===== config.mk =====
export PLATFORM = sky130hd
export DESIGN_NAME = mem_access_unit_flat
export DESIGN_NICKNAME = d
export VERILOG_FILES = /design/src/rtl/mem_access_unit_if.sv /design/src/rtl/mem_access_unit.sv /design/src/flat_wrapper.sv
export SDC_FILE = /design/constraint.sdc
export NUM_CORES = 1
export LEC_CHECK = 0
export BUFFER_PORTS_ARGS = -buffer_cell sky130_fd_sc_hd__buf_2
export CORE_MARGIN = 2
export CORE_UTILIZATION = 53
export DETAILED_ROUTE_END_ITERATION = 8
export MAX_ROUTING_LAYER = met4
export PLACE_DENSITY = 0.8
export REMOVE_ABC_BUFFERS = 1
export SLEW_MARGIN = 25
export SYNTH_ARGS = -nofsm -noshare
export SYNTH_HDL_FRONTEND = slang
export SYNTH_SLANG_ARGS = --single-unit

===== constraint.sdc =====
create_clock -name clk -period 2.04 [get_ports clk]
set_input_delay 0.408 -clock clk [delete_from_list [all_inputs] [get_ports clk]]
set_output_delay 0.408 -clock clk [all_outputs]
set_load 0.005 [all_outputs]

===== src/rtl/mem_access_unit_if.sv =====
// rtl/mem_access_unit_if.sv - request/response and RAM port bundle for the load/store unit
interface mem_access_unit_if #(
    parameter int ADDR_WIDTH = 20
);
    logic                  req_valid;
    logic                  req_ready;
    logic                  req_we;
    logic [1:0]            req_size;
    logic                  req_unsigned;
    logic [31:0]           req_addr;
    logic [31:0]           req_wdata;
    logic                  rsp_valid;
    logic [31:0]           rsp_rdata;
    logic                  rsp_err;
    logic [ADDR_WIDTH-1:0] ram_addr;
    logic                  ram_str;
    logic [31:0]           ram_wdata;
    logic [31:0]           ram_rdata;

    modport master (
        output req_valid, req_we, req_size, req_unsigned, req_addr, req_wdata, ram_rdata,
        input  req_ready, rsp_valid, rsp_rdata, rsp_err, ram_addr, ram_str, ram_wdata
    );

    modport slave (
        input  req_valid, req_we, req_size, req_unsigned, req_addr, req_wdata, ram_rdata,
        output req_ready, rsp_valid, rsp_rdata, rsp_err, ram_addr, ram_str, ram_wdata
    );
endinterface


===== src/rtl/mem_access_unit.sv =====
// rtl/mem_access_unit.sv - byte/half/word load/store front end onto a 32-bit word RAM
module mem_access_unit #(
    parameter int ADDR_WIDTH  = 20,
    parameter bit ALIGN_CHECK = 1'b1
) (
    input  logic               clk,
    input  logic               rst,
    mem_access_unit_if.slave   bus
);
    typedef enum logic [2:0] {IDLE, LOAD, READ, WRITE, RESP, ERR} state_t;

    state_t                state, state_nxt;
    logic                  we_q;
    logic [1:0]            size_q;
    logic                  uns_q;
    logic [ADDR_WIDTH+1:0] addr_q;
    logic [31:0]           wdata_q;
    logic [31:0]           rdata_q;
    logic [31:0]           merge_q;
    logic [31:0]           out_q;

    logic                  accept;
    logic                  misaligned;
    logic [31:0]           addr_al;
    logic [7:0]            byte_v;
    logic [15:0]           half_v;
    logic [31:0]           load_val;
    logic [31:0]           merged;

    assign accept = bus.req_valid && (state == IDLE);

    always_comb begin
        misaligned = 1'b0;
        addr_al    = bus.req_addr;
        if (bus.req_size[1]) begin
            misaligned   = |bus.req_addr[1:0];
            addr_al[1:0] = 2'b00;
        end else if (bus.req_size[0]) begin
            misaligned = bus.req_addr[0];
            addr_al[0] = 1'b0;
        end
    end

    always_comb begin
        byte_v = bus.ram_rdata[7:0];
        case (addr_q[1:0])
            2'd1:    byte_v = bus.ram_rdata[15:8];
            2'd2:    byte_v = bus.ram_rdata[23:16];
            2'd3:    byte_v = bus.ram_rdata[31:24];
            default: byte_v = bus.ram_rdata[7:0];
        endcase
        half_v = addr_q[1] ? bus.ram_rdata[31:16] : bus.ram_rdata[15:0];
        case (size_q)
            2'b00:   load_val = {{24{~uns_q & byte_v[7]}}, byte_v};
            2'b01:   load_val = {{16{~uns_q & half_v[15]}}, half_v};
            default: load_val = bus.ram_rdata;
        endcase
    end

    // Read-modify-write merge: only the addressed lane(s) take the new store data.
    always_comb begin
        merged = bus.ram_rdata;
        if (size_q == 2'b00) begin
            case (addr_q[1:0])
                2'd1:    merged[15:8]  = wdata_q[7:0];
                2'd2:    merged[23:16] = wdata_q[7:0];
                2'd3:    merged[31:24] = wdata_q[7:0];
                default: merged[7:0]   = wdata_q[7:0];
            endcase
        end else if (addr_q[1]) begin
            merged[31:16] = wdata_q[15:0];
        end else begin
            merged[15:0] = wdata_q[15:0];
        end
    end

    always_comb begin
        state_nxt = state;
        case (state)
            IDLE: begin
                if (bus.req_valid) begin
                    if (misaligned && ALIGN_CHECK) state_nxt = ERR;
                    else if (!bus.req_we)          state_nxt = LOAD;
                    else if (bus.req_size[1])      state_nxt = WRITE;
                    else                           state_nxt = READ;
                end
            end
            LOAD:    state_nxt = RESP;
            READ:    state_nxt = WRITE;
            WRITE:   state_nxt = RESP;
            RESP:    state_nxt = IDLE;
            ERR:     state_nxt = IDLE;
            default: state_nxt = IDLE;
        endcase
    end

    always_comb begin
        bus.req_ready = (state == IDLE);
        bus.rsp_valid = (state == RESP) || (state == ERR);
        bus.rsp_err   = (state == ERR);
        bus.rsp_rdata = out_q;
        if (state == ERR)       bus.rsp_rdata = 32'h0;
        else if (state == RESP) bus.rsp_rdata = we_q ? 32'h0 : rdata_q;
        bus.ram_addr  = addr_q[ADDR_WIDTH+1:2];
        bus.ram_str   = (state == WRITE) && rst;
        bus.ram_wdata = size_q[1] ? wdata_q : merge_q;
    end

    always_ff @(posedge clk) begin
        if (!rst) begin
            state   <= IDLE;
            we_q    <= 1'b0;
            size_q  <= 2'b00;
            uns_q   <= 1'b0;
            addr_q  <= '0;
            wdata_q <= 32'h0;
            rdata_q <= 32'h0;
            merge_q <= 32'h0;
            out_q   <= 32'h0;
        end else begin
            state <= state_nxt;
            if (accept) begin
                we_q    <= bus.req_we;
                size_q  <= bus.req_size;
                uns_q   <= bus.req_unsigned;
                addr_q  <= ALIGN_CHECK ? bus.req_addr[ADDR_WIDTH+1:0] : addr_al[ADDR_WIDTH+1:0];
                wdata_q <= bus.req_wdata;
            end
            if (state == LOAD) rdata_q <= load_val;
            if (state == READ) merge_q <= merged;
            if (bus.rsp_valid) out_q <= bus.rsp_rdata;
        end
    end
endmodule


===== src/flat_wrapper.sv =====
// flat-port wrapper written by rule: the top's interface ports become plain ports
module mem_access_unit_flat 
#(
    parameter int ADDR_WIDTH  = 20,
    parameter bit ALIGN_CHECK = 1'b1
)
  (clk, rst, bus_req_valid, bus_req_we, bus_req_size, bus_req_unsigned, bus_req_addr, bus_req_wdata, bus_ram_rdata, bus_req_ready, bus_rsp_valid, bus_rsp_rdata, bus_rsp_err, bus_ram_addr, bus_ram_str, bus_ram_wdata);
  mem_access_unit_if #(.ADDR_WIDTH(ADDR_WIDTH)) bus_i ();
  input  logic clk;
  input  logic rst;
  input wire logic [$bits(bus_i.req_valid)-1:0] bus_req_valid;
  input wire logic [$bits(bus_i.req_we)-1:0] bus_req_we;
  input wire logic [$bits(bus_i.req_size)-1:0] bus_req_size;
  input wire logic [$bits(bus_i.req_unsigned)-1:0] bus_req_unsigned;
  input wire logic [$bits(bus_i.req_addr)-1:0] bus_req_addr;
  input wire logic [$bits(bus_i.req_wdata)-1:0] bus_req_wdata;
  input wire logic [$bits(bus_i.ram_rdata)-1:0] bus_ram_rdata;
  output wire logic [$bits(bus_i.req_ready)-1:0] bus_req_ready;
  output wire logic [$bits(bus_i.rsp_valid)-1:0] bus_rsp_valid;
  output wire logic [$bits(bus_i.rsp_rdata)-1:0] bus_rsp_rdata;
  output wire logic [$bits(bus_i.rsp_err)-1:0] bus_rsp_err;
  output wire logic [$bits(bus_i.ram_addr)-1:0] bus_ram_addr;
  output wire logic [$bits(bus_i.ram_str)-1:0] bus_ram_str;
  output wire logic [$bits(bus_i.ram_wdata)-1:0] bus_ram_wdata;
  assign bus_i.req_valid = bus_req_valid;
  assign bus_i.req_we = bus_req_we;
  assign bus_i.req_size = bus_req_size;
  assign bus_i.req_unsigned = bus_req_unsigned;
  assign bus_i.req_addr = bus_req_addr;
  assign bus_i.req_wdata = bus_req_wdata;
  assign bus_i.ram_rdata = bus_ram_rdata;
  assign bus_req_ready = bus_i.req_ready;
  assign bus_rsp_valid = bus_i.rsp_valid;
  assign bus_rsp_rdata = bus_i.rsp_rdata;
  assign bus_rsp_err = bus_i.rsp_err;
  assign bus_ram_addr = bus_i.ram_addr;
  assign bus_ram_str = bus_i.ram_str;
  assign bus_ram_wdata = bus_i.ram_wdata;
  mem_access_unit #(.ADDR_WIDTH(ADDR_WIDTH), .ALIGN_CHECK(ALIGN_CHECK)) u_core (.clk(clk), .rst(rst), .bus(bus_i));
endmodule

# Word level (Yosys, flattened, before mapping)
# Cells that the tools add are included.
# W data, S select, Z words.
# word_totals
mem_count,0
mem_bits_rw,0
ff_bits,157
latchBits,0
word_cells,51
mem_bits_ro,0
out_inout_bits,88
# op_classes
n_addsub,0
n_mul,0
n_mux,21
bitwise,3
shift,0
n_eq_ne,10
n_div,0
reduce_logical,8
n_lt_le_gt_ge,0
# ops
cell,n
$mux W32,5
$pmux W32 S2,1
$mux W16,3
$mux W8,4
$pmux W8 S3,1
$mux W3,3
$pmux W3 S3,1
$eq A3 B2 Y1 const B,2
$eq A3 B3 Y1 const B,2
$eq A2 B1 Y1 const B,2
$eq A2 B2 Y1 const B,2
$reduce_or A2 Y1,2
$eq A3 B1 Y1 const B,1
$logic_not A3 Y1,1
$mux W1,3
$reduce_or A3 Y1,1
$and A1 B1 Y1,2
$logic_and A1 B1 Y1,2
$logic_not A2 Y1,1
$ne A2 B2 Y1 const B,1
$logic_or A1 B1 Y1,1
$not A1 Y1,1

# Depth between registers and ports, before layout
# depth
ltp_word,5
ltp_mapped,8
mapped_depth_nobuf,4

# Worst setup path after synthesis
# No wires, ideal clock.
# synth_path
path_type,register to output
from,register u_core.size_q[1]
to,output port bus_ram_wdata[10]
required_time_ps,1632
setup_slack_ps,309
arrival_time_ps,1323
stages_incl_launch_ff,5
cell_sequence,dfxtp_1 -> buf_2 -> clkbuf_1 -> buf_2 -> mux2_2
# synth_between
elab_chain_cells,1
# synth_lines
element,line,rtl
from (decl),mem_access_unit.sv:14,logic [1:0] size_q;
from (signal assigned),mem_access_unit.sv:124,size_q <= bus.req_size;
$mux W32,mem_access_unit.sv:106,bus.ram_wdata = size_q[1] ? wdata_q : merge_q;
to (decl),flat_wrapper.sv:24,output wire logic [$bits(bus_i.ram_wdata)-1:0] bus_ram_wdata;
# Every way passes these cells.

# Worst setup path in the final report
# layout_path
from,register u_core.state[1]
to,output port bus_rsp_rdata[3]
# layout_between
elab_chain_cells,3
# layout_lines
element,line,rtl
from (decl),mem_access_unit.sv:12,"state_t state, state_nxt;"
from (signal assigned),mem_access_unit.sv:121,state <= state_nxt;
$eq A3 B3 Y1,mem_access_unit.sv:103,else if (state == RESP) bus.rsp_rdata = we_q ? 32'h0 : rdata_q;
$mux W32,mem_access_unit.sv:103,
$mux W32 (*),mem_access_unit.sv:102,if (state == ERR) bus.rsp_rdata = 32'h0;
to (decl),flat_wrapper.sv:20,output wire logic [$bits(bus_i.rsp_rdata)-1:0] bus_rsp_rdata;
# Every way passes the cells marked *; elsewhere a longest branch is shown, timed or not.

==> results.txt <==
----------------------------------------------------
[Floorplanning]
  Effective utilization at floorplan ... 54.09%
  Core Footprint ... 13,240 µm²
  Chip Width ... between 100 and 150 µm
  # rows ... 42
  Die Span Y ... 120.3 µm
  I/O pin count ... approximately 190
  Die Area ... 14,460 µm²

[Detailed routing]
  Count of routing violations after the opening detailed-route iteration ... approximately 530
  Remaining antenna violation count after routing ... 0
  Post-detailed-route via-to-cell ratio ... 5.570
  TritonRoute pass-1 iters ... 5
  Per-cell routed wire length ... 16.84 µm
  Post-Route WL ... 19.37 mm
  Via Count ... 6,406
  DRC violation count after routing ... 0

[GRT]
  Maximum number of pins on one net before global-route repair ... 82
  Antenna violations before repair ... 0
  GRT Resource Usage Total ... 27.89%
  First-pass GRT wire length ... 30.99 mm
  Via count of the first global-routing pass ... about 6,100
  Global-route congestion overflow total ... 0

[Placement]
  Port Buffers ... 180
  Worst slack, placed ... 0.1947 ns
  Placed wire-length estimate after detailed placement ... 12.96 mm
  Cell area after placement ... 8039 µm²
  Routability-driven placement congestion ratio ... 0.9653

[Worst setup path]
  Worst path arrival time ... 1.63 ns
  Register-to-register path setup slack ... 0.16 ns
  Category of the most critical setup path ... flop to primary output
  Crit path capture type ... primary output
  R2R depth ... 4
  RR Endpoint ... u_core.rdata_q[5]$_SDFFE_PN0N_
  Launching instance or port of the critical path ... u_core.state[1]$_SDFFE_PN0P_
  Critical Path Fanout Max ... 8
  Worst setup path endpoint ... bus_rsp_rdata[3]
  FF-to-FF Start ... u_core.addr_q[0]$_SDFFE_PN0P_
  Critical Path Start Type ... flop
  Data required time at the worst endpoint ... 1.63 ns

[Layout]
  Design Area, Final ... 8889 µm²
  Syn-to-layout area delta ... 24.09%
  Count of nets after finishing ... 1,064
  Share of layout cells above drive strength 1 ... between 30% and 40%
  Core Util, Final ... 67.12%
  Commonest non-fill, non-tap cell in the layout ... sky130_fd_sc_hd__buf_2
  Commonest cells after routing, fill and taps aside ... sky130_fd_sc_hd__buf_2, sky130_fd_sc_hd__nand2_1, sky130_fd_sc_hd__dfxtp_1
  Diodes inserted ... 0

[Timing]
  Final hold viol count ... 0
  Final Worst Setup Slack ... -0.0007309 ns
  Share of the clock period used by the worst path after layout ... 100.0%
  Worst Tran Pin Value ... 0.5994 ns
  F_max ... between 400 and 500 MHz
  Max transition margin ... 59.77%
  Setup skew after layout ... ~0.011 ns
  Fin. max-slew vios ... 0
  Final setup violation count ... 1
  Setup repair after global routing missed its margin ... yes
  Final TNS setup ... -0.0007309 ns
  Shortest clock period the worst path allows after layout ... 2.041 ns

[Yosys]
  Yosys reg bits ... between 150 and 200
  Sequential-to-total area share from yosys stat ... 43.88%
  Number of warnings issued by yosys ... 0
  Async SR Flop Fraction ... 0%
  Cells after Synth ... 820
  Dominant cell type by area after synthesis ... sky130_fd_sc_hd__dfxtp_1
  Dominant synthesized flop cell ... sky130_fd_sc_hd__dfxtp_1
  Synthesized area ... approximately 7000 µm²
  Mean post-synth cell area ... 8.736 µm²
  Synth top area cells ... sky130_fd_sc_hd__dfxtp_1, sky130_fd_sc_hd__nand2_1, sky130_fd_sc_hd__o21ai_0
  Library cells used by synthesis ... 46
  Top-area cell type share of the netlist area ... 43.88%
  Number of synthesized flops with an enable pin ... 0

[Clocking]
  Clk Latency, worst-skew pair ... 0.43 ns
  Clock tree from TritonCTS ... built
  Count of hold buffers inserted by post-cts repair ... 0
  Clock transition at path regs ... 0.07 ns
  Number of buffers between clock root and the deepest sink ... 2
  CTS Root Buffer Type ... sky130_fd_sc_hd__clkbuf_16
  Level count of the clock H-tree ... 4
  CTS buffer count ... 17
  Clk sink count ... 157

[Power]
  Worst IR drop on VDD ... 799.5 µV
  Static leakage ... 3.977 nW
  Pwr per Cell Area ... 942.1 nW/µm²

[Hold path]
  Cell depth of the worst hold path ... 3
  Class of the most critical hold timing path ... primary input to flop

[Run]
  Count of max-cap constraint violations ... 0

[Status]
  Status ... complete, but fails checks
  Failing checks ... negative setup slack

----------------------------------------------------
==> state kept, by name (all words and copies together), names as in the netlist <==
register        count
u_core.out_q       32
u_core.wdata_q     32
u_core.size_q       2
u_core.rdata_q     32
u_core.we_q         1
u_core.uns_q        1
u_core.state        3
u_core.addr_q      22
u_core.merge_q     32
==> cells in the mapped netlist (2+ instances only) <==
cell type,instances
sky130_fd_sc_hd__dfxtp_1,157
sky130_fd_sc_hd__o221ai_1,6
sky130_fd_sc_hd__nor2_1,28
sky130_fd_sc_hd__and3_1,7
sky130_fd_sc_hd__o21ai_0,77
sky130_fd_sc_hd__a22oi_1,7
sky130_fd_sc_hd__mux2_4,2
sky130_fd_sc_hd__buf_4,22
sky130_fd_sc_hd__mux2_2,34
sky130_fd_sc_hd__and2_1,36
sky130_fd_sc_hd__nor2b_1,3
sky130_fd_sc_hd__mux2i_1,15
sky130_fd_sc_hd__nand2b_1,3
sky130_fd_sc_hd__nor3_1,2
sky130_fd_sc_hd__nand2_1,161
sky130_fd_sc_hd__buf_6,8
sky130_fd_sc_hd__o21ai_1,2
sky130_fd_sc_hd__o31ai_1,5
sky130_fd_sc_hd__inv_1,6
sky130_fd_sc_hd__a21boi_0,51
sky130_fd_sc_hd__buf_2,18
sky130_fd_sc_hd__a221oi_1,17
sky130_fd_sc_hd__a22o_1,41
sky130_fd_sc_hd__a21oi_1,46
sky130_fd_sc_hd__a21boi_1,7
sky130_fd_sc_hd__clkbuf_1,38
sky130_fd_sc_hd__a21oi_4,2
==> kinds of logic (layout without fill, tap and decap cells) <==
| kind of cell | Yosys count | count (layout) | share of synthesized area [%] |
|---|---|---|---|
| mux | 51 | 51 | 7.860 |
| buf+inv | 93 | 247 | 7.179 |
| simple gates | 253 | 253 | 16.21 |
| flops | 157 | 157 | 43.88 |
| compound gates | 266 | 266 | 24.87 |
==> layer usage <==
metal / global-route usage, % / share of wire, % / vias up
met1: 34.74 / 43 / 2969
li1: - / - / 3121
met4: 10.97 / 2.3 / 0
met3: 6.792 / 7.5 / 34
met2: 43.93 / 48 / 282
met5: - / 0 / -
==> worst min path at each step <==
stage                                                  to  slack, ns                       startpoint
after global placement    u_core.wdata_q[16]$_SDFFE_PN0P_       0.44  u_core.wdata_q[16]$_SDFFE_PN0P_
after floorplan            u_core.rdata_q[5]$_SDFFE_PN0N_       0.43   u_core.rdata_q[5]$_SDFFE_PN0N_
after global routing      u_core.wdata_q[12]$_SDFFE_PN0P_       0.22                bus_req_wdata[12]
after detailed placement  u_core.wdata_q[16]$_SDFFE_PN0P_       0.45  u_core.wdata_q[16]$_SDFFE_PN0P_
after CTS                 u_core.wdata_q[14]$_SDFFE_PN0P_       0.20                bus_req_wdata[14]
final                     u_core.wdata_q[12]$_SDFFE_PN0P_       0.21                bus_req_wdata[12]
==> through the flow <==
step | hold slack, ns | std cells | total power [W]
2_1_floorplan | 0.4259 | 733 | 0.003989
3_5_place_dp | 0.4451 | 1112 | 0.004492
4_1_cts | 0.2030 | 1151 | 0.008399
5_1_grt | 0.2188 | 1150 | 0.008663
3_3_place_gp | 0.4401 | 1112 | 0.004467
6_report | 0.2092 | 1150 | 0.008374
==> report_power, final <==
| part | total [W] | switching, W | internal [W] |
|---|---|---|---|
| Combinational | 0.00112 | 0.000624 | 0.000491 |
| Clock | 0.00388 | 0.00130 | 0.00258 |
| Sequential | 0.00337 | 0.000125 | 0.00325 |
==> cell type report <==
class / instances / area [µm²]
Inverter: 6 / 22.52
Sequential cell: 157 / 3157
Clock inverter: 14 / 286.5
Tap cell: 176 / 220.2
Fill cell: 1111 / 4354
Timing Repair Buffer: 209 / 1242
Multi-Input combinational cell: 570 / 3521
Clock buffer: 18 / 439.2
==> critical path: stages (launching register included) <==
cell and delay, ns:
sky130_fd_sc_hd__dfxtp_2 0.32, sky130_fd_sc_hd__nand2b_4 0.15, sky130_fd_sc_hd__nor3_4 0.16, sky130_fd_sc_hd__buf_6 0.17
sky130_fd_sc_hd__buf_16 0.14, sky130_fd_sc_hd__a22o_1 0.14, sky130_fd_sc_hd__buf_2 0.12
==> repair_timing <==
item	4_1_cts	5_1_grt
gates resized for setup	14	4
pin swaps	11	12
endpoints found under the setup margin	61	34
buffers inserted	5	0
cloned	2	0
(Power assumes the default switching activity.)
